--- src/rtl/trigger_pkg.sv ---
// Shared encodings for the oscilloscope edge trigger.
// State, mode and slope values match the register-visible encodings.
package trigger_pkg;

    typedef enum logic [1:0] {
        ST_ARMING  = 2'd0,
        ST_ARMED   = 2'd1,
        ST_HOLDOFF = 2'd2,
        ST_DONE    = 2'd3
    } trigState_e;

    localparam logic [1:0] MODE_NORMAL = 2'd0;
    localparam logic [1:0] MODE_AUTO   = 2'd1;
    localparam logic [1:0] MODE_SINGLE = 2'd2;

    localparam logic SLOPE_RISING  = 1'b0;
    localparam logic SLOPE_FALLING = 1'b1;

endpackage

--- src/rtl/trigger_bounds.sv ---
// Saturating hysteresis bounds around the trigger threshold.
// Purely combinational; low clamps at zero, high clamps at full scale.
module trigger_bounds #(
    parameter int DATA_WIDTH = 8
) (
    input  logic [DATA_WIDTH-1:0] threshold,
    input  logic [DATA_WIDTH-1:0] hysteresis,
    output logic [DATA_WIDTH-1:0] lowBound,
    output logic [DATA_WIDTH-1:0] highBound
);

    logic [DATA_WIDTH:0] sum;

    assign sum = {1'b0, threshold} + {1'b0, hysteresis};

    assign lowBound  = (threshold > hysteresis) ? (threshold - hysteresis) : '0;
    assign highBound = sum[DATA_WIDTH] ? '1 : sum[DATA_WIDTH-1:0];

endmodule

--- src/rtl/edge_trigger_controller.sv ---
// Edge trigger with hysteresis arming, holdoff and normal/auto/single modes.
// Watches one channel of a packed sample stream; pulses isTriggered once per event.
module edge_trigger_controller
    import trigger_pkg::*;
#(
    parameter  int DATA_WIDTH    = 8,
    parameter  int CHANNELS      = 2,
    parameter  int HOLDOFF_WIDTH = 16,
    parameter  int TIMEOUT_WIDTH = 20,
    localparam int SEL_WIDTH     = (CHANNELS > 1) ? $clog2(CHANNELS) : 1
) (
    input  logic                           clock,
    input  logic                           reset,
    input  logic [CHANNELS*DATA_WIDTH-1:0] dataIn,
    input  logic                           dataValid,
    input  logic [SEL_WIDTH-1:0]           channelSelect,
    input  logic [DATA_WIDTH-1:0]          threshold,
    input  logic [DATA_WIDTH-1:0]          hysteresis,
    input  logic                           slope,
    input  logic [1:0]                     mode,
    input  logic                           arm,
    input  logic                           triggerDisable,
    input  logic [HOLDOFF_WIDTH-1:0]       holdoff,
    input  logic [TIMEOUT_WIDTH-1:0]       autoTimeout,
    output logic                           isTriggered,
    output logic                           autoFired,
    output logic                           armed,
    output logic [1:0]                     state,
    output logic [DATA_WIDTH-1:0]          previousData
);

    trigState_e currentState, nextState;

    logic [DATA_WIDTH-1:0]    sample;
    logic [DATA_WIDTH-1:0]    lowBound, highBound;
    logic [SEL_WIDTH-1:0]     prevChannel;
    logic                     prevSlope;
    logic [HOLDOFF_WIDTH-1:0] holdCount, holdNext;
    logic [TIMEOUT_WIDTH-1:0] timeoutCount, timeoutNext;
    logic                     configChange, rising;
    logic                     armCond, crossCond;
    logic                     realFire, autoHit, fire, forced;
    logic                     hunting;

    trigger_bounds #(.DATA_WIDTH(DATA_WIDTH)) bounds (
        .threshold (threshold),
        .hysteresis(hysteresis),
        .lowBound  (lowBound),
        .highBound (highBound)
    );

    // Unmatched select values fall back to channel 0.
    always_comb begin
        sample = dataIn[DATA_WIDTH-1:0];
        for (int k = 0; k < CHANNELS; k++) begin
            if (SEL_WIDTH'(k) == channelSelect) begin
                sample = dataIn[k*DATA_WIDTH +: DATA_WIDTH];
            end
        end
    end

    assign configChange = (channelSelect != prevChannel) || (slope != prevSlope);
    assign rising       = (slope == SLOPE_RISING);
    assign armCond      = rising ? (sample < lowBound) : (sample > highBound);
    assign crossCond    = rising ? (sample >= threshold) : (sample <= threshold);
    assign hunting      = (currentState == ST_ARMING) || (currentState == ST_ARMED);
    assign holdNext     = holdCount + 1'b1;
    assign timeoutNext  = timeoutCount + 1'b1;

    // State register
    always_ff @(posedge clock or posedge reset) begin
        if (reset) begin
            currentState <= ST_ARMING;
        end else begin
            currentState <= nextState;
        end
    end

    // Next-state logic
    always_comb begin
        nextState = currentState;
        if (triggerDisable || configChange) begin
            nextState = ST_ARMING;
        end else begin
            unique case (currentState)
                ST_ARMING: begin
                    if (fire) begin
                        nextState = (mode == MODE_SINGLE) ? ST_DONE : ST_HOLDOFF;
                    end else if (dataValid && armCond) begin
                        nextState = ST_ARMED;
                    end
                end
                ST_ARMED: begin
                    if (fire) begin
                        nextState = (mode == MODE_SINGLE) ? ST_DONE : ST_HOLDOFF;
                    end
                end
                ST_HOLDOFF: begin
                    if (holdoff == '0) begin
                        nextState = ST_ARMING;
                    end else if (dataValid && (holdNext >= holdoff)) begin
                        nextState = ST_ARMING;
                    end
                end
                ST_DONE: begin
                    if (arm) begin
                        nextState = ST_ARMING;
                    end
                end
            endcase
        end
    end

    // Output decode: a real crossing outranks the auto timeout.
    always_comb begin
        realFire = (currentState == ST_ARMED) && crossCond;
        autoHit  = (mode == MODE_AUTO) && (autoTimeout != '0) && hunting
                   && (timeoutNext >= autoTimeout);
        fire     = dataValid && !triggerDisable && !configChange
                   && (realFire || autoHit);
        forced   = fire && !realFire;
    end

    always_ff @(posedge clock or posedge reset) begin
        if (reset) begin
            holdCount    <= '0;
            timeoutCount <= '0;
            prevChannel  <= '0;
            prevSlope    <= SLOPE_RISING;
            isTriggered  <= 1'b0;
            autoFired    <= 1'b0;
            armed        <= 1'b0;
            previousData <= '0;
        end else begin
            prevChannel <= channelSelect;
            prevSlope   <= slope;
            isTriggered <= fire;
            autoFired   <= forced;
            armed       <= (nextState == ST_ARMED);
            if (dataValid) begin
                previousData <= sample;
            end
            if (triggerDisable || configChange) begin
                holdCount    <= '0;
                timeoutCount <= '0;
            end else begin
                if ((nextState == ST_ARMING) && (currentState != ST_ARMING)) begin
                    timeoutCount <= '0;
                end else if (dataValid && hunting) begin
                    timeoutCount <= timeoutNext;
                end
                if (currentState != ST_HOLDOFF) begin
                    holdCount <= '0;
                end else if (dataValid) begin
                    holdCount <= holdNext;
                end
            end
        end
    end

    assign state = currentState;

endmodule

--- config.mk ---
export PLATFORM = sky130hd
export DESIGN_NAME = edge_trigger_controller
export DESIGN_NICKNAME = d
export VERILOG_FILES = /design/src/rtl/trigger_pkg.sv /design/src/rtl/trigger_bounds.sv /design/src/rtl/edge_trigger_controller.sv
export SDC_FILE = /design/constraint.sdc
export NUM_CORES = 1
export LEC_CHECK = 0
export ABC_AREA = 1
export CORE_MARGIN = 1
export CORE_UTILIZATION = 50
export CTS_CLUSTER_DIAMETER = 120
export DETAILED_ROUTE_END_ITERATION = 8
export GPL_ROUTABILITY_DRIVEN = 1
export PLACE_DENSITY = 0.79
export SYNTH_ARGS = -nofsm -noshare
export SYNTH_HDL_FRONTEND = slang
export SYNTH_SLANG_ARGS = --single-unit
--- constraint.sdc ---
create_clock -name clock -period 3.4 [get_ports clock]
set_clock_uncertainty 0.05 [all_clocks]
set_input_delay 0.68 -clock clock [delete_from_list [all_inputs] [get_ports clock]]
set_output_delay 0.68 -clock clock [all_outputs]
set_load 0.02 [all_outputs]
Word-level counts from Yosys, hierarchy flattened
Cells that the tools add are included.
{"block": "word_totals", "reg_bits": 51, "latchBits": 0, "mem_bits_rw": 0, "romBits": 0, "inputBits": 77, "output_inout_bits": 13, "word_cells": 75, "memories": 0}
{"block": "op_classes", "add_sub_neg": 4, "mul": 0, "div_mod_pow": 0, "magnitude_cmp": 7, "eq_ne": 9, "n_shift": 0, "muxes": 20, "n_bitwise": 0, "n_reduce_logical": 26}
{"op": "20-bit two-way mux", "count": 3}
{"op": "16-bit two-way mux", "count": 3}
{"op": "8-bit two-way mux", "count": 3}
{"op": "20-bit by 1-bit adder with 20-bit output (second input constant)", "count": 1}
{"op": "20-bit >= comparator", "count": 1}
{"op": "20-bit nonzero test", "count": 1}
{"op": "16-bit by 1-bit adder with 16-bit output (second input constant)", "count": 1}
{"op": "16-bit >= comparator", "count": 1}
{"op": "8-bit greater-than comparator", "count": 2}
{"op": "16-bit logical NOT", "count": 1}
{"op": "2-bit two-way mux", "count": 7}
{"op": "1-bit logical AND", "count": 12}
{"op": "8-bit by 8-bit adder with 9-bit output", "count": 1}
{"op": "8-bit >= comparator", "count": 1}
{"op": "8-bit less-or-equal comparator", "count": 1}
{"op": "8-bit < comparator", "count": 1}
{"op": "2-bit case mux with 4 select lines", "count": 1}
{"op": "8-bit subtractor", "count": 1}
{"op": "2-bit by 1-bit equality test with 1-bit output (second input constant)", "count": 3}
{"op": "2-bit equality test (second input constant)", "count": 3}
{"op": "3-bit nonzero test", "count": 2}
{"op": "2-bit logical NOT", "count": 2}
{"op": "1-bit logical OR", "count": 4}
{"op": "1-bit logical NOT", "count": 3}
{"op": "4 further kinds", "count": 7}

Logic depth before layout (Yosys ltp)
Gate-level depths: netlist (run 1).
{"block": "depth", "word_depth": 13, "ltp_mapped": 29}

By module
Synthesis (run 1) repeated with hierarchy kept, for this count alone.
{"block": "unflattened", "hier_cells": 838, "area_unflattened_um2": 5730.5}
{"mod": "edge_trigger_controller", "n_inst": 1, "cells_per_inst": 686, "area_per_inst_um2": 4842.1}
{"mod": "trigger_bounds", "n_inst": 1, "cells_per_inst": 152, "area_per_inst_um2": 888.4}

Worst setup path after synthesis (run 1)
Ideal clock, no wire load.
{"block": "synth_path", "path_type": "in2reg", "from": "in hysteresis[2]", "to": "reg timeoutCount[11]", "setup_ps": 71, "t_arrival_ps": 3498, "path_slack_ps": -219, "cell_stages": 27, "cell_sequence": "inv_1 > ha_1 > buf_4 > o31ai_1 > a21oi_1 > o21ai_0 > nand2_1 > inv_1 > nor2_1 > nor2_1 > nor2_1 > inv_1 > nor2_1 > ha_1 > nand2_1 > nor2_1 > nand2_1 > o211ai_1 > o21ai_0 > a21oi_1 > nand2_1 > nand2_1 > nand2_1 > nand3_2 > nand2_2 > buf_6 > nor2_1"}
{"block": "synth_via", "elab_chain_len": 13, "word_cells_on_any_way": 18}
{"element": "from (decl)", "line_no": "edge_trigger_controller.sv:18", "rtl": "input logic [DATA_WIDTH-1:0] hysteresis,"}
{"element": "8-bit subtractor, or another cell as far along", "line_no": "trigger_bounds.sv:16", "rtl": "assign lowBound = (threshold > hysteresis) ? (threshold - hysteresis) : '0;"}
{"element": "8-bit two-way mux, on equally long branches", "line_no": "trigger_bounds.sv:16, trigger_bounds.sv:17"}
{"element": "8-bit < comparator or 8-bit greater-than comparator (tied branches)", "line_no": "edge_trigger_controller.sv:64", "rtl": "assign armCond = rising ? (sample < lowBound) : (sample > highBound);"}
{"element": "1-bit two-way mux *", "line_no": "edge_trigger_controller.sv:64"}
{"element": "1-bit logical AND *", "line_no": "edge_trigger_controller.sv:89", "rtl": "end else if (dataValid && armCond) begin"}
{"element": "2-bit two-way mux *", "line_no": "edge_trigger_controller.sv:89"}
{"element": "2-bit two-way mux *", "line_no": "edge_trigger_controller.sv:87", "rtl": "if (fire) begin"}
{"element": "2-bit case mux with 4 select lines *", "line_no": "edge_trigger_controller.sv:85", "rtl": "unique case (currentState)"}
{"element": "2-bit two-way mux *", "line_no": "edge_trigger_controller.sv:82", "rtl": "if (triggerDisable || configChange) begin"}
{"element": "2-bit logical NOT *", "line_no": "edge_trigger_controller.sv:147", "rtl": "if ((nextState == ST_ARMING) && (currentState != ST_ARMING)) begin"}
{"element": "1-bit logical AND *", "line_no": "edge_trigger_controller.sv:147"}
{"element": "20-bit two-way mux", "line_no": "edge_trigger_controller.sv:147"}
{"element": "20-bit two-way mux", "line_no": "edge_trigger_controller.sv:143", "rtl": "if (triggerDisable || configChange) begin"}
{"element": "to (signal assigned)", "line_no": "edge_trigger_controller.sv:150", "rtl": "timeoutCount <= timeoutNext;"}
{"element": "to (decl)", "line_no": "edge_trigger_controller.sv:39", "rtl": "logic [TIMEOUT_WIDTH-1:0] timeoutCount, timeoutNext;"}
Mark *: on every way between the ends. The rest lies on a longest branch, timed or not.
A chain may end at the register's enable or synchronous reset.

Worst setup path after layout (run 1)
{"block": "layout_path", "from": "reg holdCount[1]", "to": "reg timeoutCount[4]"}
{"block": "layout_via", "elab_chain_len": 11, "word_cells_on_any_way": 12}
{"element": "from (decl)", "line_no": "edge_trigger_controller.sv:38", "rtl": "logic [HOLDOFF_WIDTH-1:0] holdCount, holdNext;"}
{"element": "from (signal assigned)", "line_no": "edge_trigger_controller.sv:155", "rtl": "holdCount <= holdNext;"}
{"element": "16-bit by 1-bit adder with 16-bit output *", "line_no": "edge_trigger_controller.sv:67", "rtl": "assign holdNext = holdCount + 1'b1;"}
{"element": "16-bit >= comparator *", "line_no": "edge_trigger_controller.sv:101", "rtl": "end else if (dataValid && (holdNext >= holdoff)) begin"}
{"element": "1-bit logical AND *", "line_no": "edge_trigger_controller.sv:101"}
{"element": "2-bit two-way mux *", "line_no": "edge_trigger_controller.sv:101"}
{"element": "2-bit two-way mux *", "line_no": "edge_trigger_controller.sv:99", "rtl": "if (holdoff == '0) begin"}
{"element": "2-bit case mux with 4 select lines *", "line_no": "edge_trigger_controller.sv:85"}
{"element": "2-bit two-way mux *", "line_no": "edge_trigger_controller.sv:82"}
{"element": "2-bit logical NOT *", "line_no": "edge_trigger_controller.sv:147"}
{"element": "1-bit logical AND *", "line_no": "edge_trigger_controller.sv:147"}
{"element": "20-bit two-way mux", "line_no": "edge_trigger_controller.sv:147"}
{"element": "20-bit two-way mux", "line_no": "edge_trigger_controller.sv:143"}
Marks and branches as above.

==> flow_summary.json, run 1 <==
{
  "status": "finished with violations",
  "violations": "negative setup slack",
  "ys_warn_count": 0,
  "netlist_area_um2": 5270,
  "worstPathRequired_ps": 3550,
  "drt_iter0_drc": 274,
  "synth_area_per_cell_um2": 7.09,
  "synth-edff-count": 0,
  "area_growth_pct": 42.1,
  "period_needed_ps": 3730,
  "cts_hold_buffers": 0,
  "maxCapViolCount": 0,
  "cts.htree.levels": 2,
  "drtPass1Iterations": 5,
  "postLayoutCellArea_um2": 7490,
  "io_pins": 90,
  "finalWorstSetupSlack_ps": -329,
  "utilization_pct": 72.9,
  "cp.arrival_ps": 3880,
  "cts_tree": "yes",
  "clkLatencyLatePin_ps": 310,
  "diodes": 0,
  "worstPathMaxFanout": 5,
  "hold_viol_final": 0,
  "finalCritPeriodShare_pct": 110,
  "vias_per_cell": 5.25,
  "path_class": "flop to flop",
  "grt_setup_unrepaired": "true",
  "die_x_um": 105,
  "cp_slowest_stage_delay_ps": 370,
  "initial_core_util_pct": 51.3,
  "die_h_um": 105,
  "ir_drop_mv": 0.222,
  "grt_usage_pct": 25.6,
  "setup_violations": 20,
  "ys_seq_area_share_pct": 24.2,
  "cts_max_path_buffers": 2,
  "vias": 5566,
  "leakagePower_nw": 3.84,
  "die_area_um2": 11000,
  "critPathSlowestCell": "dfrtp_1",
  "synth.net_count": 900,
  "syn_inst": 744,
  "end_kind": "flop",
  "core-area_um2": 10300,
  "clock-sinks": 51,
  "grt_pass1_vias": 5435,
  "dpl.hpwl_um": 11200,
  "numPortBuffers": 89,
  "async_flop_share_pct": 100,
  "route.detailed.drc": 0,
  "grt_antenna_before_repair": 0,
  "worstHoldPathType": "flop to flop",
  "grt_pass1_wl_um": 23100,
  "layout.nets": 1079,
  "drive_gt1_share_pct": 25.0,
  "grt_max_degree": 26,
  "routabilityCongestion": 0.907,
  "placed_cell_area_um2": 6900,
  "n_fill_cell": 780,
  "cts_root_buffer": "clkbuf_8",
  "clk_pin_slew_ps": 100,
  "grt-ovfl-total": 0,
  "timing.fmax_mhz": 268,
  "tightest_slew_ps": 666,
  "total_power_mw": 1.74,
  "wire_per_inst_um": 13.6,
  "rows": 37,
  "synth_ff_type": "dfrtp_1",
  "relSlewSlack_pct": 55.4,
  "ys_seq_elements": 51,
  "power_density_nw_per_um2": 232,
  "ant_nets": 0,
  "critPathLaunchType": "flop",
  "finalMaxSlewViolations": 0,
  "cts_made_buffers": 5,
  "synth_cell_types": 44,
  "finalWirelength_um": 14400
}
## final cells by class
type	count	area, um^2	share of cell area (%)
clock buffers	5	68.8	0.918
clock inverters	3	43.8	0.584
inverters	152	578	7.71
multi-input cells	529	3700	49.3
flip-flops and latches	51	1280	17.0
well taps	136	170	2.27
repair buffers	184	1660	22.1
## cells by family after synthesis
group	share of synthesized area [%]
buffers and inverters	12.4
XOR/XNOR	4.82
AO/OA/AOI/OAI	11.5
AND/OR/NAND/NOR	27.2
adder cells (fa/ha/maj)	19.0
flip-flops	24.2
multiplexers	0.759
## timing repair
action,in CTS,in global routing
setup endpoints to repair,22,24
buffers inserted,12,6
pin swaps,30,58
resized for setup,54,61
gates cloned,3,0
## final timing paths
path                                                  start  slack [ps]                           to  depth (start not counted)
worst max-delay path               holdCount[1]$_DFFE_PP0P_        -330  timeoutCount[4]$_DFFE_PP0P_                         27
worst min-delay path            previousData[6]$_DFFE_PP0P_         510  previousData[6]$_DFFE_PP0P_                          2
worst max register to register     holdCount[1]$_DFFE_PP0P_        -330  timeoutCount[4]$_DFFE_PP0P_                         27
worst min register to register  previousData[6]$_DFFE_PP0P_         510  previousData[6]$_DFFE_PP0P_                          2
max in group asynchronous                             reset        2030  previousData[1]$_DFFE_PP0P_                          3
min in group asynchronous                             reset         660  timeoutCount[1]$_DFFE_PP0P_                          2
## sequential cells by signal, summed over array words and instances (netlist names), 2 cells and up
| name | cells |
|---|---|
| holdCount | 16 |
| state | 2 |
| previousData | 8 |
| timeoutCount | 20 |
## worst max-delay path, delay by kind of cell (launching register included)
family	cells	cell delay, ps
fa+ha+maj	1	290
flops	1	370
simple gates	18	2090
xor+xnor	1	220
buf+inv	7	590
## cell usage after synthesis, drive strengths merged (10+ instances only)
cell,count,share of area [%]
nor2,85,7.1
inv,152,11
ha,77,18
nand2,154,11
a21oi,44,4.2
o22ai,11,1.4
nor3,10,1.5
dfrtp,51,24
o21ai,36,3.5
xor2,26,4.3
nand3,31,3.5
nor4,11,1.6
## placed cells by master (no fill, tap or decap), drive strengths merged, types with 4 or more instances in the layout
cell	count
nand3b	4
mux2i	4
inv	152
dfrtp	51
nand4	9
nor4	11
nor2	85
a31oi	9
nand2	154
nand3	31
clkbuf	7
xor2	26
o21ai	36
clkdlybuf4s50	79
o22ai	11
nor3	10
a21oi	44
buf	100
ha	77
## per-stage QoR
| step | setup slack (ps) | std cells | hold WS (ps) | TNS [ps] |
|---|---|---|---|---|
| floorplan | 16.5 | 744 | 478 | 0 |
| global placement | -717 | 1032 | 482 | -15050 |
| detailed placement | -787 | 1032 | 484 | -16480 |
| CTS | -271 | 1055 | 506 | -5170 |
| global route | -573 | 1060 | 529 | -11710 |
| finish | -329 | 1060 | 514 | -6300 |
## routing by layer
layer,track usage (%),vias up,wire (um)
li1,-,2752,-
met1,29.7,2604,5890
met2,48.0,167,7360
met3,2.99,43,696
met4,9.46,0,495
met5,0,-,0
## power breakdown
part / total, mW / internal (mW) / leakage, nW / switching, mW
registers: 0.634 / 0.621 / 0.685 / 0.0130
clock network: 0.429 / 0.219 / 0.0581 / 0.210
logic: 0.675 / 0.336 / 3.10 / 0.340
total: 1.74 / 1.18 / 3.84 / 0.562
Power figures use the tool's default switching activity.
==> run 2, diff against run 1 <==
Settings changed: CORE_UTILIZATION 50 to 48, GPL_ROUTABILITY_DRIVEN 1 to unset, PLACE_DENSITY 0.79 to 0.76, SKIP_CTS_REPAIR_TIMING set to 1.
==> flow_summary.json, run 2 (synthesis gave the netlist of run 1 again) <==
{
  "clock-sinks": 51,
  "grt_pass1_wl_um": 22300,
  "dpl.hpwl_um": 11300,
  "finalWorstSetupSlack_ps": -270,
  "finalMaxSlewViolations": 0,
  "leakagePower_nw": 3.85,
  "drtPass1Iterations": 5,
  "critPathLaunch": "holdCount[2]$_DFFE_PP0P_",
  "cp.arrival_ps": 3820,
  "grt_pass1_vias": 5311,
  "rows": 37,
  "status": "finished with violations",
  "finalWirelength_um": 14300,
  "cts_root_buffer": "clkbuf_8",
  "numPortBuffers": 89,
  "post-place-ws_ps": -828,
  "path_class": "flop to flop",
  "die_x_um": 107,
  "reg2reg_from": "holdCount[2]$_DFFE_PP0P_",
  "ir_drop_mv": 0.205,
  "grt_max_degree": 31,
  "seqCellArea_um2": 1280,
  "route.detailed.drc": 0,
  "core-area_um2": 10500,
  "area_growth_pct": 41.3,
  "ant_nets": 0,
  "postLayoutCellArea_um2": 7450,
  "period_needed_ps": 3670,
  "hold_viol_final": 0,
  "finalCritPeriodShare_pct": 108,
  "die_h_um": 107,
  "reg.largest.list": "timeoutCount x20, holdCount x16, previousData x8",
  "tightest_slew_ps": 646,
  "p_int_mw": 1.16,
  "multi_input_area_um2": 3660,
  "fin_cells": 1059,
  "holdCritStartpoint": "previousData[0]$_DFFE_PP0P_",
  "grt-ovfl-total": 0,
  "worstPathMaxFanout": 5,
  "relSlewSlack_pct": 56.9,
  "critPathLaunchType": "flop",
  "vias_per_cell": 5.17,
  "violations": "negative setup slack",
  "cts.htree.levels": 2,
  "end_kind": "flop",
  "clk_pin_slew_ps": 100,
  "wire_per_inst_um": 13.5,
  "power_switching_mw": 0.549,
  "grt_usage_pct": 23.9,
  "die_area_um2": 11400,
  "cts_max_path_buffers": 2,
  "layout.nets": 1078,
  "diodes": 0,
  "cts_made_buffers": 5,
  "clkLatencyLatePin_ps": 300,
  "vias": 5473,
  "io_pins": 90,
  "drt_iter0_drc": 202,
  "utilization_pct": 70.9,
  "grt_setup_unrepaired": "true",
  "final_cell_mix": "nand2_1 (143), inv_1 (130), buf_4 (92), clkdlybuf4s50_1 (79), ha_1 (68)",
  "pwr-share-comb_pct": 37.6,
  "seq_power_share_pct": 37.0,
  "routabilityCongestion": 0.904,
  "setup_violations": 22,
  "total_power_mw": 1.71,
  "setup_tns_ps": -5290,
  "place_inst": 1035,
  "worstHoldPathType": "flop to flop",
  "regMostFlops": "timeoutCount",
  "n_fill_cell": 836,
  "cts_tree": "yes",
  "drive_gt1_share_pct": 24.2,
  "worstPathRequired_ps": 3550,
  "initial_core_util_pct": 50.2,
  "timing.fmax_mhz": 272,
  "maxCapViolCount": 0,
  "hold_slack_ps": 482,
  "grt_antenna_before_repair": 0,
  "swShare_pct": 32.1,
  "placed_cell_area_um2": 6920,
  "final_common_cell": "nand2_1",
  "largest_reg_flops": 20,
  "power_density_nw_per_um2": 230,
  "pwr-share-clk_pct": 25.4
}
==> run 2: power groups by stage <==
| stage | logic, mW | registers, mW | clock network [mW] |
|---|---|---|---|
| after global placement | 0.568 | 0.643 | 0 |
| final | 0.644 | 0.632 | 0.434 |
| after CTS | 0.597 | 0.632 | 0.438 |
| after global routing | 0.706 | 0.634 | 0.463 |
| after floorplan | 0.311 | 0.656 | 0 |
| after detailed placement | 0.592 | 0.643 | 0 |
==> run 2: worst paths after layout <==
check                                              end  slack [ps]  cells after the start
max                        timeoutCount[1]$_DFFE_PP0P_        -270                     27
min                        previousData[0]$_DFFE_PP0P_         480                      2
max reg2reg                timeoutCount[1]$_DFFE_PP0P_        -270                     27
min reg2reg                previousData[0]$_DFFE_PP0P_         480                      2
max in group asynchronous           state[1]$_DFF_PP0_        1840                      3
min in group asynchronous    holdCount[10]$_DFFE_PP0P_         710                      2
==> run 2: layout make-up <==
class                           count  share of cell area (%)
Inverter                          152                    7.76
Tap cell                          136                    2.28
Clock inverter                      2                   0.521
Multi-Input combinational cell    529                    49.2
Clock buffer                        6                   0.974
Timing Repair Buffer              183                    22.1
Sequential cell                    51                    17.1
==> run 2: worst max-delay path, stage by stage, from the launching register on <==
cell	delay, ps
dfrtp_1	380
inv_2	60
nor3_4	200
nand3_2	110
nor2_2	130
inv_2	70
nor2_4	100
inv_2	60
nor4_4	160
nand3_2	160
xor2_2	260
inv_2	80
ha_4	290
nand2_4	50
inv_2	50
nand3_2	70
nor3_2	140
buf_4	150
nand3_2	60
nand3_2	80
nand2_1	60
nand2_1	70
nand3b_1	110
nor2_1	150
nand3_2	110
nand2_4	140
clkbuf_16	170
nor2_2	40
==> run 2: layer usage <==
layer | part of all wire (%) | up-vias | global-route usage (%)
met2 | 50 | 147 | 45.4
met5 | 0 | - | 0
met4 | 2.6 | 0 | 6.36
met1 | 43 | 2546 | 27.8
met3 | 4.4 | 35 | 3.28
li1 | - | 2745 | -
==> run 3, diff against run 2 <==
Settings changed: SETUP_SLACK_MARGIN set to 0.3.
==> flow_summary.json, run 3 (synthesis gave the netlist of run 1 again) <==
{
  "cts_made_buffers": 5,
  "setup_violations": 21,
  "die_h_um": 107,
  "routed.top_layer": "met4",
  "seqCellArea_um2": 1280,
  "hold_slack_ps": 469,
  "dpl.hpwl_um": 11300,
  "drt_iter0_drc": 218,
  "worstPathBufferInverterCount": 7,
  "pwr-share-clk_pct": 21.4,
  "route.detailed.drc": 0,
  "grt_antenna_before_repair": 0,
  "core-area_um2": 10500,
  "pwr-share-comb_pct": 40.8,
  "drive_gt1_share_pct": 28.3,
  "crit_top_cell": "nand3_2",
  "largest_reg_flops": 20,
  "tightest_slew_ps": 656,
  "seq_power_share_pct": 37.8,
  "final_common_cell": "nand2_1",
  "met2WireLength_um": 7680,
  "worst-path-stages": 25,
  "timing.fmax_mhz": 268,
  "clkLatencyLatePin_ps": 310,
  "finalWirelength_um": 14900,
  "r2r_cells": 25,
  "grt_max_degree": 52,
  "min_to": "previousData[0]$_DFFE_PP0P_",
  "vias_per_cell": 5.27,
  "leakagePower_nw": 3.90,
  "drt-met1-wl_um": 6100,
  "worstPathRequired_ps": 3550,
  "diodes": 0,
  "violations": "negative setup slack",
  "die_x_um": 107,
  "cts.htree.levels": 2,
  "reg2reg_from": "holdCount[2]$_DFFE_PP0P_",
  "reg.largest.list": "timeoutCount x20, holdCount x16, previousData x8",
  "utilization_pct": 72.9,
  "finalMaxSlewViolations": 0,
  "critPathLaunchType": "flop",
  "multi_input_area_um2": 3820,
  "cts_tree": "yes",
  "wire_per_inst_um": 14.0,
  "status": "finished with violations",
  "period_needed_ps": 3730,
  "power_switching_mw": 0.569,
  "area_growth_pct": 45.3,
  "min_path_cells": 2,
  "layout.nets": 1085,
  "regMostFlops": "timeoutCount",
  "die_area_um2": 11400,
  "rows": 37,
  "cts_root_buffer": "clkbuf_8",
  "critPathSlowestCell": "dfrtp_1",
  "final_cell_mix": "nand2_1 (136), inv_1 (128), buf_4 (95), clkdlybuf4s50_1 (79), ha_1 (65)",
  "routabilityCongestion": 0.885,
  "power_density_nw_per_um2": 219,
  "ir_drop_mv": 0.174,
  "total_power_mw": 1.68,
  "vias": 5616,
  "worstPathMaxFanout": 5,
  "io_pins": 90,
  "initial_core_util_pct": 50.2,
  "holdCritStartpoint": "previousData[0]$_DFFE_PP0P_",
  "ff2ff_setup_slack_ps": -330,
  "cp_slowest_stage_delay_ps": 380,
  "p_int_mw": 1.11,
  "grt_setup_unrepaired": "true",
  "end_kind": "flop",
  "ant_nets": 0,
  "finalWorstSetupSlack_ps": -333,
  "met3_length_um": 750,
  "grt_pass1_wl_um": 23100,
  "grt_usage_pct": 24.6,
  "finalCritPeriodShare_pct": 110,
  "numPortBuffers": 89,
  "cp.arrival_ps": 3880,
  "clock-sinks": 51,
  "cts_max_path_buffers": 2,
  "hold_viol_final": 0,
  "worstHoldPathType": "flop to flop",
  "drtPass1Iterations": 4,
  "clk_pin_slew_ps": 100,
  "maxCapViolCount": 0,
  "grt_pass1_vias": 5594,
  "relSlewSlack_pct": 56.2,
  "path_class": "flop to flop",
  "swShare_pct": 33.9,
  "rr_endpoint": "timeoutCount[15]$_DFFE_PP0P_",
  "grt-ovfl-total": 0,
  "n_fill_cell": 770,
  "cp_top_family": "simple AND/OR/NAND/NOR gates"
}
[run 3: changes by cell type in the layout (fill, tap and decap cells not counted), moves of 5 or more]
cell	delta
nor2_1	-9
nand2_1	-7
nor2_4	+6
nand2_2	+5
[run 3: layout make-up]
cell class,instances,share of cell area [%]
multi-input cells,529,49.8
repair buffers,190,22.4
flip-flops and latches,51,16.7
inverters,152,7.58
well taps,136,2.22
clock buffers,5,0.898
clock inverters,3,0.310
[run 3: worst max-delay path by stage]
stage | startpoint | endpoint | slack (ps)
after detailed placement | hysteresis[0] | timeoutCount[7]$_DFFE_PP0P_ | -850
after global placement | hysteresis[2] | timeoutCount[10]$_DFFE_PP0P_ | -690
final | holdCount[2]$_DFFE_PP0P_ | timeoutCount[15]$_DFFE_PP0P_ | -330
after CTS | hysteresis[0] | timeoutCount[7]$_DFFE_PP0P_ | -550
after global routing | holdCount[1]$_DFFE_PP0P_ | timeoutCount[15]$_DFFE_PP0P_ | -570
after floorplan | threshold[0] | timeoutCount[10]$_DFFE_PP0P_ | 20
[run 3: tightest hold or removal path, stage by stage, from the launching register on]
cell	delay, ps
dfrtp_1	370
nand2_1	50
o21ai_0	60
[run 3: per-layer routing]
layer  global-route usage (%)  vias up
met3                     3.65       42
met1                     29.1     2636
met2                     45.3      181
li1                         -     2757
met5                        0        -
met4                     7.83        0
[run 3: stage by stage]
| stage | std cells | instance area, um^2 | setup TNS [ps] | setup slack [ps] |
|---|---|---|---|---|
| global route | 1066 | 7660 | -11580 | -572 |
| detailed placement | 1040 | 6960 | -17890 | -848 |
| finish | 1066 | 7660 | -6340 | -333 |
| floorplan | 744 | 5340 | 0 | 18.3 |
| CTS | 1048 | 7050 | -11290 | -553 |
| global placement | 1040 | 6960 | -14740 | -694 |
[run 3: power groups by stage]
stage	clock network, mW	logic (mW)	registers, mW
floorplan	0	0.311	0.656
global placement	0	0.573	0.643
detailed placement	0	0.597	0.643
CTS	0.370	0.601	0.632
global route	0.394	0.755	0.635
finish	0.359	0.683	0.634
